<file path="src/rtl/tiny_acc_core.sv">
// tiny_acc_core: two-stage (fetch/decode, execute/writeback) accumulator processor
// with idle/run/halt control, program-load port, retired counter and debug read port.
module tiny_acc_core #(
  parameter int DATA_W     = 8,
  parameter int OPND_W     = 4,
  parameter int IMEM_DEPTH = 16,
  parameter int DMEM_DEPTH = 15,
  parameter int CNT_W      = 16
) (
  input  logic              clk,
  input  logic              rst_n,
  input  logic              start,
  input  logic              prog_we,
  input  logic [OPND_W-1:0] prog_addr,
  input  logic [OPND_W+3:0] prog_data,
  output logic              prog_ready,
  input  logic [OPND_W-1:0] dbg_addr,
  output logic [DATA_W-1:0] dbg_data,
  output logic [OPND_W-1:0] pc,
  output logic [DATA_W-1:0] acc,
  output logic              running,
  output logic              halted,
  output logic [CNT_W-1:0]  retired
);

  localparam int INST_W = OPND_W + 4;
  localparam logic [OPND_W:0]   IMEM_LIM = (OPND_W+1)'(IMEM_DEPTH);
  localparam logic [OPND_W:0]   DMEM_LIM = (OPND_W+1)'(DMEM_DEPTH);
  localparam logic [OPND_W-1:0] PC_LAST  = OPND_W'(IMEM_DEPTH - 1);

  localparam logic [3:0] OP_ADD  = 4'h0;
  localparam logic [3:0] OP_NAND = 4'h1;
  localparam logic [3:0] OP_ADDI = 4'h2;
  localparam logic [3:0] OP_BNZ  = 4'h3;
  localparam logic [3:0] OP_LI   = 4'h4;
  localparam logic [3:0] OP_SLLI = 4'h5;
  localparam logic [3:0] OP_SRLI = 4'h6;
  localparam logic [3:0] OP_SUB  = 4'h7;
  localparam logic [3:0] OP_HALT = 4'h8;
  localparam logic [3:0] OP_LA   = 4'hE;
  localparam logic [3:0] OP_SA   = 4'hF;

  // Opcode 9 has no architectural effect, so it doubles as the bubble instruction.
  localparam logic [INST_W-1:0] NOP_INST = INST_W'(9);

  typedef enum logic [1:0] {ST_IDLE, ST_RUN, ST_HALT} state_t;

  state_t state, state_nx;

  logic [INST_W-1:0] imem [IMEM_DEPTH];
  logic [DATA_W-1:0] dmem [DMEM_DEPTH];

  logic [INST_W-1:0] ir;
  logic              ir_valid;

  logic [3:0]        ex_op;
  logic [OPND_W-1:0] ex_opnd;
  logic [DATA_W-1:0] ex_imm;
  logic [DATA_W-1:0] ex_mem;
  logic [31:0]       shamt;
  logic [DATA_W-1:0] alu_res;
  logic              ex_halt;
  logic              ex_store;

  logic [INST_W-1:0] f_inst;
  logic [3:0]        f_op;
  logic [OPND_W-1:0] f_opnd;
  logic [OPND_W-1:0] pc_inc;
  logic [OPND_W-1:0] pc_fetch_nx;

  function automatic logic in_dmem(input logic [OPND_W-1:0] a);
    return {1'b0, a} < DMEM_LIM;
  endfunction

  assign ex_op    = ir[3:0];
  assign ex_opnd  = ir[INST_W-1:4];
  assign ex_imm   = DATA_W'($signed(ex_opnd));
  assign ex_mem   = in_dmem(ex_opnd) ? dmem[ex_opnd] : '0;
  assign shamt    = 32'(ex_opnd) % DATA_W;
  assign ex_halt  = ir_valid && (ex_op == OP_HALT);
  assign ex_store = ir_valid && (ex_op == OP_SA) && in_dmem(ex_opnd);

  always_comb begin
    alu_res = acc;
    if (ir_valid) begin
      case (ex_op)
        OP_ADD:  alu_res = ex_mem + acc;
        OP_NAND: alu_res = ~(ex_mem & acc);
        OP_ADDI: alu_res = acc + ex_imm;
        OP_LI:   alu_res = ex_imm;
        OP_SLLI: alu_res = acc << shamt;
        OP_SRLI: alu_res = acc >> shamt;
        OP_SUB:  alu_res = acc - ex_mem;
        OP_LA:   alu_res = ex_mem;
        default: alu_res = acc;
      endcase
    end
  end

  // BNZ resolves at fetch using the result the execute stage is producing this cycle.
  assign f_inst = imem[pc];
  assign f_op   = f_inst[3:0];
  assign f_opnd = f_inst[INST_W-1:4];
  assign pc_inc = (pc == PC_LAST) ? '0 : pc + 1'b1;

  always_comb begin
    pc_fetch_nx = pc_inc;
    if (f_op == OP_BNZ && alu_res != '0) begin
      pc_fetch_nx = ({1'b0, f_opnd} < IMEM_LIM) ? f_opnd : '0;
    end else if (f_op == OP_HALT) begin
      pc_fetch_nx = pc;
    end
  end

  always_ff @(posedge clk) begin
    if (!rst_n) state <= ST_IDLE;
    else        state <= state_nx;
  end

  always_comb begin
    state_nx   = state;
    running    = 1'b0;
    halted     = 1'b0;
    prog_ready = 1'b1;
    case (state)
      ST_IDLE: if (start) state_nx = ST_RUN;
      ST_RUN: begin
        running    = 1'b1;
        prog_ready = 1'b0;
        if (ex_halt) state_nx = ST_HALT;
      end
      ST_HALT: begin
        halted = 1'b1;
        if (start) state_nx = ST_RUN;
      end
      default: state_nx = ST_IDLE;
    endcase
  end

  always_ff @(posedge clk) begin
    if (!rst_n) begin
      pc       <= '0;
      acc      <= '0;
      ir       <= NOP_INST;
      ir_valid <= 1'b0;
      retired  <= '0;
      imem     <= '{default: '0};
      dmem     <= '{default: '0};
    end else begin
      if (prog_we && prog_ready && ({1'b0, prog_addr} < IMEM_LIM)) imem[prog_addr] <= prog_data;
      if (state == ST_RUN) begin
        ir       <= f_inst;
        ir_valid <= 1'b1;
        pc       <= pc_fetch_nx;
        acc      <= alu_res;
        if (ex_store) dmem[ex_opnd] <= acc;
        if (ir_valid && retired != '1) retired <= retired + 1'b1;
      end else begin
        ir       <= NOP_INST;
        ir_valid <= 1'b0;
        if (start) begin
          pc      <= '0;
          retired <= '0;
        end
      end
    end
  end

  assign dbg_data = in_dmem(dbg_addr) ? dmem[dbg_addr] : DATA_W'(pc);

endmodule

</file>
<file path="config.mk">
export PLATFORM = sky130hd
export DESIGN_NAME = tiny_acc_core
export DESIGN_NICKNAME = d
export VERILOG_FILES = /design/src/rtl/tiny_acc_core.sv
export SDC_FILE = /design/constraint.sdc
export NUM_CORES = 1
export LEC_CHECK = 0
export BUFFER_PORTS_ARGS = -buffer_cell sky130_fd_sc_hd__buf_2
export CAP_MARGIN = 20
export CORE_ASPECT_RATIO = 0.75
export CORE_MARGIN = 5
export CORE_UTILIZATION = 65
export CTS_BUF_LIST = sky130_fd_sc_hd__clkbuf_4 sky130_fd_sc_hd__clkbuf_8
export CTS_CLUSTER_DIAMETER = 100
export DETAILED_ROUTE_END_ITERATION = 10
export HOLD_SLACK_MARGIN = 0.05
export PLACE_DENSITY = 0.9
export REMOVE_ABC_BUFFERS = 1
export SLEW_MARGIN = 30
export SYNTH_ARGS = -nofsm -noshare
export SYNTH_HDL_FRONTEND = slang
export SYNTH_SLANG_ARGS = --single-unit
</file>
<file path="constraint.sdc">
create_clock -name clk -period 6.95 [get_ports clk]
set_clock_uncertainty 0.15 [all_clocks]
set_input_delay 0.3475 -clock clk [delete_from_list [all_inputs] [get_ports clk]]
set_output_delay 0.3475 -clock clk [all_outputs]
set_load 0.02 [all_outputs]
</file>
==> impl_metrics.json <==
{
  "post-route-min-period_ps": 6210,
  "power.leakage_nw": 6.08,
  "synth_ff_type": "dfxtp_1",
  "dieArea_um2": 27300,
  "max_stage_delay_ps": 840,
  "clk_latency_ps": 580,
  "layout-drive-gt1-share": 0.158,
  "fmax_mhz": 161,
  "crit_slowest_cell": "dfxtp_2",
  "min_path_cells": 3,
  "finalWorstSetupSlack_ps": 744,
  "switching_power_uw": 825,
  "dr.pass1.iters": 6,
  "relSlewSlack": 0.302,
  "power_density_nw_per_um2": 197,
  "yosysSeqAreaShare": 0.368,
  "crit_path_frequent_cell": "and2_1",
  "synth_cell_type_count": 91,
  "fin_cells": 1987,
  "p_seq_frac": 0.500,
  "grt_usage": 0.329,
  "first_global_vias": 12900,
  "hold_viol_final": 0,
  "critPathBufInv": 1,
  "antenna_found_initial": 2,
  "syn-cell-area_um2": 15600,
  "ir_worst_vdd_mv": 0.172,
  "core_um2": 23800,
  "rsz0062_at_grt": "false",
  "synthArstFlopShare": 0,
  "avgViaCountPerCell": 6.73,
  "clockRootBuffer": "clkbuf_8",
  "antenna-diode-count": 0,
  "cp.depth": 21,
  "finalCritPeriodShare": 0.893,
  "fp.dieH_um": 144,
  "cp_top_family": "simple AND/OR/NAND/NOR gates",
  "status": "finished, final reports clean",
  "synth_top_cell_by_area": "dfxtp_1",
  "crit_required_ps": 7200,
  "grt_max_degree": 73,
  "yosysWarnings": 0,
  "utilization": 0.713,
  "avgSynthCellArea_um2": 9.56,
  "vias": 13400,
  "crit_path_end_kind": "flip-flop",
  "n_fill_cell": 1665,
  "critical_path_arrival_ps": 6460,
  "placed_cells": 1909,
  "gp_congestion": 0.984,
  "clock_path_buffers": 3,
  "grt_remaining_overflow": 0,
  "dp_hpwl_um": 30900,
  "synth_common_cells": "mux2i_1, nor2_1, dfxtp_1",
  "synth-seq-cells": 287,
  "wl_per_cell_um": 23.1,
  "fin_tns_setup_ps": 0,
  "hold_path.class": "in2reg",
  "wl_um": 46000,
  "die_w_um": 189,
  "setup_viol": 0,
  "clkTransAtPathRegs_ps": 70,
  "post-cts-setup-buffer-count": 0,
  "crit_chain": "nor2b_1 -> a22oi_1 -> a31o_2 -> and2_1 -> inv_1 -> ha_1 -> nand2_1 -> nor2_1 -> nand2_1 -> a2111oi_0 -> a211oi_1 -> ha_1 -> or3_1 -> or3_1 -> and2_1 -> and2_1 -> a311oi_1 -> nand4_1 -> o211ai_4 -> mux2i_1 -> a211oi_2",
  "pin_count": 59,
  "post-place-ws_ps": 934,
  "path_class": "reg2reg",
  "holdBufCountCts": 2,
  "cp_max_fo": 28,
  "cts.htree.levels": 2,
  "p_int_mw": 2.52,
  "switching_share": 0.247,
  "cts_tree": "yes",
  "p_clk_frac": 0.433,
  "netlist_top_cells_area": "dfxtp_1, mux2i_1, mux4_2",
  "drv_cap": 0,
  "cts_buffers": 46,
  "comb_power_share": 0.067,
  "start_kind": "flip-flop",
  "r2r_slack_ps": 740,
  "drc": 0,
  "synth.top_cell.area_share": 0.368,
  "yosysMostFrequentCell": "mux2i_1",
  "grt_pass1_wl_um": 71600,
  "reg2reg_depth": 21,
  "fin_nets": 1690,
  "drv_slew": 0,
  "syn2layout_area_growth_pct": 8.87,
  "whs_ps": 118,
  "io_buffer_count": 58,
  "start_util": 0.655,
  "rows": 49,
  "drtIter0Drc": 1578,
  "syn_inst": 1635,
  "drtAntennaViolNets": 0,
  "worstMarginPinSlew_ps": 1040,
  "cts_resized": 0,
  "synth-edff-count": 0,
  "cts_sinks": 287
}
-- path summary, 6_finish.rpt --
| kind | startpoint | end |
|---|---|---|
| max | ir[4] | pc[2] |
| min | prog_data[7] | imem[31] |
| max reg2reg | ir[4] | pc[2] |
| min reg2reg | imem[21] | imem[21] |
-- power groups by stage --
stage | sequential [mW] | clock (mW) | combinational [mW]
floorplan | 1.72 | 0 | 0.122
global placement | 1.71 | 0 | 0.201
detailed placement | 1.72 | 0 | 0.207
CTS | 1.68 | 1.46 | 0.210
global route | 1.67 | 1.54 | 0.239
finish | 1.67 | 1.45 | 0.223
-- state kept, by name, indices dropped and copies added, names as in the netlist --
register / count
acc: 8
retired: 16
state: 2
imem: 128
pc: 4
dmem: 120
ir_valid: 1
ir: 8
-- layer usage --
layer	wire length (um)	up-vias	global-route usage
met2	19900	872	0.495
met1	18900	6408	0.462
met4	1290	4	0.108
met5	32	-	0
met3	5860	126	0.0934
li1	-	5972	-
-- metrics by stage --
step	total power, mW	cell area [um2]
CTS	3.35	17000
detailed placement	1.92	16000
floorplan	1.84	15100
global placement	1.92	16000
finish	3.35	17000
global route	3.45	17000
-- layout by cell type, fill, tap and decap left out, drive strengths merged, types with 10 or more instances in the layout --
cell type  instances
and3              13
a221oi            21
mux4              63
a22oi             20
and2              11
buf               85
o21ai             32
a21oi             42
nor2             329
a211oi            14
nand2b            18
inv               29
nand4             10
clkbuf            70
dfxtp            287
mux2i            331
nand3             26
ha                15
nor3              26
nand2             74
xor2              10
nor2b             12
-- worst min-delay path, stage by stage --
cell	delay [ps]
buf_2	220
mux2i_1	160
nor2_1	50
-- final cells by class --
class,count,area [um2],share of cell area
multi-input cells,1202,9310,0.547
flip-flops and latches,287,5750,0.338
clock buffers,70,857,0.0504
repair buffers,87,548,0.0322
well taps,306,383,0.0225
inverters,30,118,0.00691
clock inverters,5,46.3,0.00272
-- logic make-up after synthesis --
kind of cell,share of synthesized area
AND/OR/NAND/NOR,0.160
multiplexers,0.310
flip-flops,0.368
AO/OA/AOI/OAI,0.100
buffers and inverters,0.0405
adder cells (fa/ha/maj),0.0133
XOR/XNOR,0.00841
Note: power is estimated with default switching activity, not from simulation.
